$ cat config.mk
export PLATFORM = sky130hd
export DESIGN_NAME = uart_tx_flat
export DESIGN_NICKNAME = d
export VERILOG_FILES = /design/src/rtl/uart_pkg.sv /design/src/rtl/uart_tx_if.sv /design/src/rtl/uart_tx_fifo.sv /design/src/rtl/uart_tx.sv /design/src/flat_wrapper.sv
export SDC_FILE = /design/constraint.sdc
export NUM_CORES = 1
export LEC_CHECK = 0
export ABC_AREA = 0
export ABC_CLOCK_PERIOD_IN_PS = 4000
export CAP_MARGIN = 10
export CORE_MARGIN = 2
export CORE_UTILIZATION = 40
export DETAILED_ROUTE_END_ITERATION = 16
export PLACE_DENSITY = 0.65
export SLEW_MARGIN = 20
export SYNTH_ARGS = -nofsm -noshare
export SYNTH_HDL_FRONTEND = slang
export SYNTH_SLANG_ARGS = --single-unit
$ cat constraint.sdc
create_clock -name clk -period 4 [get_ports clk]
set_input_delay 0.8 -clock clk [delete_from_list [all_inputs] [get_ports clk]]
set_output_delay 0.8 -clock clk [all_outputs]
set_load 0.02 [all_outputs]
$ cat src/rtl/uart_pkg.sv
// Shared UART definitions: frame state encoding, tick constants and the
// fractional baud tick-threshold rule used by both transmitter and receiver.
package uart_pkg;
    localparam int unsigned UART_TICKS_PER_BIT = 4;
    localparam int unsigned UART_DATA_BITS     = 8;

    typedef logic [UART_DATA_BITS-1:0] uart_byte_t;

    typedef enum logic [1:0] {
        IDLE  = 2'd0,
        START = 2'd1,
        DATA  = 2'd2,
        STOP  = 2'd3
    } tx_state_t;

    // Long ticks (clk_div+1 cycles) are spread evenly over each group of 8 by
    // comparing the bit-reversed super counter against the fractional part.
    function automatic logic uart_tick_due(input logic [2:0]  supercnt,
                                           input int unsigned cnt,
                                           input int unsigned clk_div,
                                           input int unsigned clk_part);
        logic [2:0] srev;
        srev = {supercnt[0], supercnt[1], supercnt[2]};
        if (32'(srev) < clk_part) begin
            return cnt >= clk_div;
        end
        return cnt >= clk_div - 1;
    endfunction
endpackage

$ cat src/rtl/uart_tx_if.sv
// Byte stream handshake between the user and the UART transmitter.
interface uart_tx_if;
    logic                 tvalid;
    logic                 tready;
    uart_pkg::uart_byte_t tdata;

    modport master (output tvalid, output tdata, input tready);
    modport slave  (input tvalid, input tdata, output tready);
endinterface

$ cat src/rtl/uart_tx_fifo.sv
// Synchronous first-word-fall-through FIFO; full/empty are registered flags.
module uart_tx_fifo #(
    parameter int unsigned FIFO_AW = 3,
    parameter int unsigned WIDTH   = 8
) (
    input  logic             clk,
    input  logic             rst,
    input  logic             push,
    input  logic [WIDTH-1:0] din,
    output logic             full,
    input  logic             pop,
    output logic [WIDTH-1:0] dout,
    output logic             empty
);
    localparam int unsigned DEPTH = 1 << FIFO_AW;
    localparam int unsigned CW    = FIFO_AW + 1;

    logic [WIDTH-1:0]   mem_q [DEPTH];
    logic [FIFO_AW-1:0] wr_ptr_q, wr_ptr_d;
    logic [FIFO_AW-1:0] rd_ptr_q, rd_ptr_d;
    logic [CW-1:0]      count_q, count_d;
    logic               full_q, full_d;
    logic               empty_q, empty_d;
    logic               do_push, do_pop;

    always_comb begin
        do_push  = push && !full_q;
        do_pop   = pop && !empty_q;
        wr_ptr_d = wr_ptr_q + FIFO_AW'(do_push);
        rd_ptr_d = rd_ptr_q + FIFO_AW'(do_pop);
        count_d  = count_q + CW'(do_push) - CW'(do_pop);
        full_d   = (count_d == CW'(DEPTH));
        empty_d  = (count_d == '0);
    end

    always_ff @(posedge clk) begin
        if (rst) begin
            wr_ptr_q <= '0;
            rd_ptr_q <= '0;
            count_q  <= '0;
            full_q   <= 1'b0;
            empty_q  <= 1'b1;
        end else begin
            wr_ptr_q <= wr_ptr_d;
            rd_ptr_q <= rd_ptr_d;
            count_q  <= count_d;
            full_q   <= full_d;
            empty_q  <= empty_d;
        end
    end

    // Storage needs no reset; validity is tracked by the pointers.
    always_ff @(posedge clk) begin
        if (do_push) begin
            mem_q[wr_ptr_q] <= din;
        end
    end

    assign dout  = mem_q[rd_ptr_q];
    assign full  = full_q;
    assign empty = empty_q;
endmodule

$ cat src/rtl/uart_tx.sv
// UART 8N1/8N2 transmitter: free-running fractional tick generator, a
// small byte FIFO and a tick-aligned framing state machine.
module uart_tx
    import uart_pkg::*;
#(
    parameter int unsigned CLK_DIV   = 108,
    parameter int unsigned CLK_PART  = 4,
    parameter int unsigned FIFO_AW   = 3,
    parameter int unsigned STOP_BITS = 1
) (
    input  logic      clk,
    input  logic      rst,
    uart_tx_if.slave  usr,
    output logic      tx,
    output logic      busy
);
    localparam int unsigned CNT_W = $clog2(CLK_DIV + 1);
    localparam int unsigned QW    = $clog2(UART_TICKS_PER_BIT);

    localparam logic [1:0]    S_IDLE   = 2'(IDLE);
    localparam logic [1:0]    S_START  = 2'(START);
    localparam logic [1:0]    S_DATA   = 2'(DATA);
    localparam logic [1:0]    S_STOP   = 2'(STOP);
    localparam logic [QW-1:0] Q_LAST   = QW'(UART_TICKS_PER_BIT - 1);
    localparam logic [2:0]    BIT_LAST = 3'(UART_DATA_BITS - 1);

    logic [CNT_W-1:0] cnt_q, cnt_d;
    logic [2:0]       supercnt_q, supercnt_d;
    logic             tick;

    logic [1:0]       state_q, state_d;
    logic [QW-1:0]    q_q, q_d;
    logic [2:0]       bitidx_q, bitidx_d;
    uart_byte_t       shreg_q, shreg_d;
    logic             tx_q, tx_d;
    logic             stop_ext_q, stop_ext_d;

    logic             fifo_push, fifo_pop, fifo_full, fifo_empty;
    uart_byte_t       fifo_dout;

    assign fifo_push = usr.tvalid && !fifo_full && !rst;

    uart_tx_fifo #(
        .FIFO_AW (FIFO_AW),
        .WIDTH   (UART_DATA_BITS)
    ) u_fifo (
        .clk   (clk),
        .rst   (rst),
        .push  (fifo_push),
        .din   (usr.tdata),
        .full  (fifo_full),
        .pop   (fifo_pop),
        .dout  (fifo_dout),
        .empty (fifo_empty)
    );

    // Tick generator keeps running across frames so baud phase never resets.
    always_comb begin
        tick       = uart_tick_due(supercnt_q, 32'(cnt_q), CLK_DIV, CLK_PART);
        cnt_d      = tick ? '0 : cnt_q + CNT_W'(1);
        supercnt_d = supercnt_q + 3'(tick);
    end

    always_comb begin
        state_d    = state_q;
        q_d        = q_q;
        bitidx_d   = bitidx_q;
        shreg_d    = shreg_q;
        tx_d       = tx_q;
        stop_ext_d = stop_ext_q;
        fifo_pop   = 1'b0;

        if (tick) begin
            q_d = q_q + QW'(1);
            unique case (state_q)
                S_IDLE: begin
                    if (!fifo_empty) begin
                        fifo_pop = 1'b1;
                        shreg_d  = fifo_dout;
                        tx_d     = 1'b0;
                        q_d      = '0;
                        state_d  = S_START;
                    end
                end
                S_START: begin
                    if (q_q == Q_LAST) begin
                        tx_d     = shreg_q[0];
                        bitidx_d = '0;
                        state_d  = S_DATA;
                    end
                end
                S_DATA: begin
                    if (q_q == Q_LAST) begin
                        if (bitidx_q == BIT_LAST) begin
                            tx_d       = 1'b1;
                            stop_ext_d = 1'b0;
                            state_d    = S_STOP;
                        end else begin
                            shreg_d  = shreg_q >> 1;
                            tx_d     = shreg_q[1];
                            bitidx_d = bitidx_q + 3'd1;
                        end
                    end
                end
                S_STOP: begin
                    // Second stop bit reuses the quarter counter for another lap.
                    if (q_q == Q_LAST) begin
                        if (STOP_BITS == 2 && !stop_ext_q) begin
                            stop_ext_d = 1'b1;
                        end else if (!fifo_empty) begin
                            fifo_pop = 1'b1;
                            shreg_d  = fifo_dout;
                            tx_d     = 1'b0;
                            state_d  = S_START;
                        end else begin
                            state_d  = S_IDLE;
                        end
                    end
                end
                default: state_d = S_IDLE;
            endcase
        end
    end

    always_ff @(posedge clk) begin
        if (rst) begin
            cnt_q      <= '0;
            supercnt_q <= '0;
            state_q    <= S_IDLE;
            q_q        <= '0;
            bitidx_q   <= '0;
            shreg_q    <= '0;
            tx_q       <= 1'b1;
            stop_ext_q <= 1'b0;
        end else begin
            cnt_q      <= cnt_d;
            supercnt_q <= supercnt_d;
            state_q    <= state_d;
            q_q        <= q_d;
            bitidx_q   <= bitidx_d;
            shreg_q    <= shreg_d;
            tx_q       <= tx_d;
            stop_ext_q <= stop_ext_d;
        end
    end

    assign tx         = tx_q;
    assign busy       = (state_q != S_IDLE) || !fifo_empty;
    assign usr.tready = !fifo_full;
endmodule

$ cat src/flat_wrapper.sv
// flat-port wrapper written by rule: the top's interface ports become plain ports
module uart_tx_flat import uart_pkg::*;
#(
    parameter int unsigned CLK_DIV   = 108,
    parameter int unsigned CLK_PART  = 4,
    parameter int unsigned FIFO_AW   = 3,
    parameter int unsigned STOP_BITS = 1
)
  (clk, rst, tx, busy, usr_tvalid, usr_tdata, usr_tready);
  uart_tx_if usr_i ();
  input  logic clk;
  input  logic rst;
  output logic tx;
  output logic busy;
  input wire logic [$bits(usr_i.tvalid)-1:0] usr_tvalid;
  input wire logic [$bits(usr_i.tdata)-1:0] usr_tdata;
  output wire logic [$bits(usr_i.tready)-1:0] usr_tready;
  assign usr_i.tvalid = usr_tvalid;
  assign usr_i.tdata = usr_tdata;
  assign usr_tready = usr_i.tready;
  uart_tx #(.CLK_DIV(CLK_DIV), .CLK_PART(CLK_PART), .FIFO_AW(FIFO_AW), .STOP_BITS(STOP_BITS)) u_core (.clk(clk), .rst(rst), .usr(usr_i), .tx(tx), .busy(busy));
endmodule
==> flow_summary.json <==
{
  "cts_num_sinks": 100,
  "post_cts_resized": 0,
  "finalSetupTns_ns": 0,
  "synth_seq_cells": 100,
  "clk_pin_slew_ns": 0.10,
  "post-place-ws_ns": 0.652,
  "num_rows": 38,
  "start_util": 0.406,
  "crit_required_ns": 4.27,
  "grt_setup_unrepaired": "no",
  "drc_errors": 0,
  "switching_power_mw": 0.509,
  "synth_area_um2": 4340,
  "critPathKind": "reg -> reg",
  "worst_ir_drop_vdd_uv": 260,
  "wirelength_um": 7590,
  "worst-path-max-fanout": 16,
  "finClkSkew_ns": 0.0141,
  "combPwrFrac": 0.089,
  "yosysTopAreaCell": "edfxtp_1",
  "core_area_um2": 10700,
  "grt_usage": 0.142,
  "drt_iter0_drc": 184,
  "die_y_um": 108,
  "cts_max_path_buffers": 2,
  "crit_path_start_kind": "flop",
  "die-area_um2": 11700,
  "slowest_delay_ns": 0.47,
  "avgSynthCellArea_um2": 14.2,
  "postCtsSetupBuffers": 0,
  "sw_frac_of_total": 0.259,
  "ys_warn_count": 0,
  "async_flop_share": 0,
  "crit_path_end_kind": "flop",
  "num_antenna_cells": 0,
  "place_congestion": 0.761,
  "timing.fmax_mhz": 308,
  "grt_pass1_vias": 2397,
  "relSlewSlack": 0.294,
  "ys_top_cells_by_area": "edfxtp_1, dfxtp_1, mux4_1, ha_1, mux4_2",
  "viasPerCell": 5.34,
  "synth_top_area_frac": 0.443,
  "numCtsBuffers": 9,
  "cpLargestDelayFamily": "adder cells",
  "critPathBufInv": 3,
  "worst_slew_pin_slew_ns": 1.06,
  "crit_chain": "ha_1, a21oi_1, o22a_1, nor4_1, ha_1, inv_1, ha_1, inv_1, fa_1, xor2_1, nand3b_1, inv_1, a21o_1",
  "syn_nets": 336,
  "hold_viol": 0,
  "layout_setup_ws_ns": 0.748,
  "ys_seq_area_frac": 0.609,
  "min_period_ns": 3.25,
  "powerDensity_nw_per_um2": 407,
  "synth_edf_count": 64,
  "drt_first_pass_iters": 4,
  "seq_power_share": 0.584,
  "cts_tree": "done",
  "antenna_found_initial": 0,
  "r2r_slack_ns": 0.75,
  "hp-class": "reg -> reg",
  "finalCritPeriodShare": 0.813,
  "setup_viol": 0,
  "hold-worst-slack_ns": 0.472,
  "synthCells": 306,
  "cts_max_level": 3,
  "syn_to_final_growth_pct": 11.1,
  "cts_root_buffer": "clkbuf_8",
  "wl_per_cell_um": 16.2,
  "status": "complete, no violations",
  "cts_hold_buf": 0,
  "grt_pass1_wl_um": 12500,
  "ios": 14,
  "grt.overflow.total": 0,
  "yosys_most_used_dff": "edfxtp_1",
  "slew_violations": 0,
  "worst_path_max_delay_cell": "nor4_1",
  "antenna_left": 0,
  "worstPathArrival_ns": 3.53,
  "grt_max_degree": 31,
  "port_buffers": 13,
  "synth.most_common_cell": "edfxtp_1",
  "synth.top_cells.by_count": "edfxtp_1, dfxtp_1, a21oi_1",
  "p_int_mw": 1.45,
  "leakagePower_nw": 1.61,
  "cap_violations": 0,
  "dp_hpwl_um": 4910,
  "vias": 2497,
  "insertion_delay_ns": 0.37,
  "die_w_um": 108,
  "ys_types": 45,
  "p_clk_frac": 0.327,
  "num-nets-final": 353,
  "drive_gt1_frac": 0.125
}
power by group through the flow:
stage          sequential (mW)  combinational (mW)  clock (mW)
3_5_place_dp              1.17               0.174           0
5_1_grt                   1.15               0.194       0.712
2_1_floorplan             1.16               0.112           0
6_report                  1.15               0.174       0.641
4_1_cts                   1.15               0.176       0.667
3_3_place_gp              1.17               0.171           0
layer usage:
layer,up-vias,wire [µm],GRT usage,part of all wire
met1,1251,3530,0.189,0.46
li1,1197,-,-,-
met5,-,0,0,0
met2,41,3740,0.227,0.49
met4,0,107,0.0614,0.014
met3,8,213,0.0289,0.028
final cells by class:
| class | instances | area, µm² |
|---|---|---|
| clock buffers | 9 | 124 |
| clock inverters | 7 | 86.3 |
| fillers | 939 | 5880 |
| inverters | 15 | 56.3 |
| multi-input cells | 179 | 1570 |
| flip-flops and latches | 100 | 2640 |
| well taps | 140 | 175 |
| repair buffers | 18 | 168 |
layout by cell type (no fill, tap or decap), types with 3 or more instances in the layout:
cell             instances
mux4_2                   6
o21ai_1                  4
mux4_1                  10
buf_4                    5
inv_1                   14
clkdlybuf4s50_1         13
ha_1                    18
clkbuf_8                 9
xnor2_1                  4
xor2_1                   6
o21ai_0                 10
nand2b_1                11
nand3b_1                 3
a21oi_1                 21
edfxtp_1                64
nand4_1                  6
a21o_1                   3
o2111ai_1                7
mux2_2                   8
clkinv_8                 3
nor2b_1                  8
nand3_1                  3
dfxtp_1                 36
nand2_1                 10
nor2_1                  18
nor3_1                   4
worst reg2reg max path: stages, from the launching register on:
cell	delay (ns)
dfxtp_1	0.46
ha_1	0.29
a21oi_1	0.09
o22a_1	0.40
nor4_1	0.47
ha_1	0.32
inv_1	0.06
ha_1	0.16
inv_1	0.06
fa_1	0.40
xor2_1	0.16
nand3b_1	0.10
inv_1	0.05
a21o_1	0.16
final timing paths:
kind | start | endpoint | cells past startpoint
max | u_core.cnt_q[0] | u_core.u_fifo.empty | 13
min | u_core.q_q[1] | u_core.q_q[1] | 2
max reg2reg | u_core.cnt_q[0] | u_core.u_fifo.empty | 13
min reg2reg | u_core.q_q[1] | u_core.q_q[1] | 2
kinds of logic (layout without fill, tap and decap cells):
family | Yosys count | count (layout) | synth area share
flip-flops | 100 | 100 | 0.609
AND/OR/NAND/NOR | 68 | 68 | 0.0813
adder cells (fa/ha/maj) | 19 | 19 | 0.0565
AO/OA/AOI/OAI | 58 | 58 | 0.0914
XOR/XNOR | 10 | 10 | 0.0202
buffers and inverters | 27 | 49 | 0.0294
multiplexers | 24 | 24 | 0.112
through the flow:
step / std cells / total power [mW] / instance area (µm²) / util
detailed placement: 452 / 1.34 / 4610 / 0.431
global placement: 452 / 1.34 / 4610 / 0.431
finish: 468 / 1.96 / 4820 / 0.451
CTS: 468 / 1.99 / 4820 / 0.451
floorplan: 306 / 1.28 / 4340 / -
global route: 468 / 2.06 / 4820 / 0.451
sequential cells by signal, indices dropped and copies added, names as in the netlist, 2 cells and up:
name,flops
u_core.cnt_q,7
u_core.u_fifo.mem_q,64
u_core.q_q,2
u_core.shreg_q,8
u_core.state_q,2
u_core.u_fifo.count_q,4
u_core.u_fifo.rd_ptr_q,3
u_core.u_fifo.wr_ptr_q,3
u_core.bitidx_q,3
Note: power is estimated with default switching activity, not from simulation.
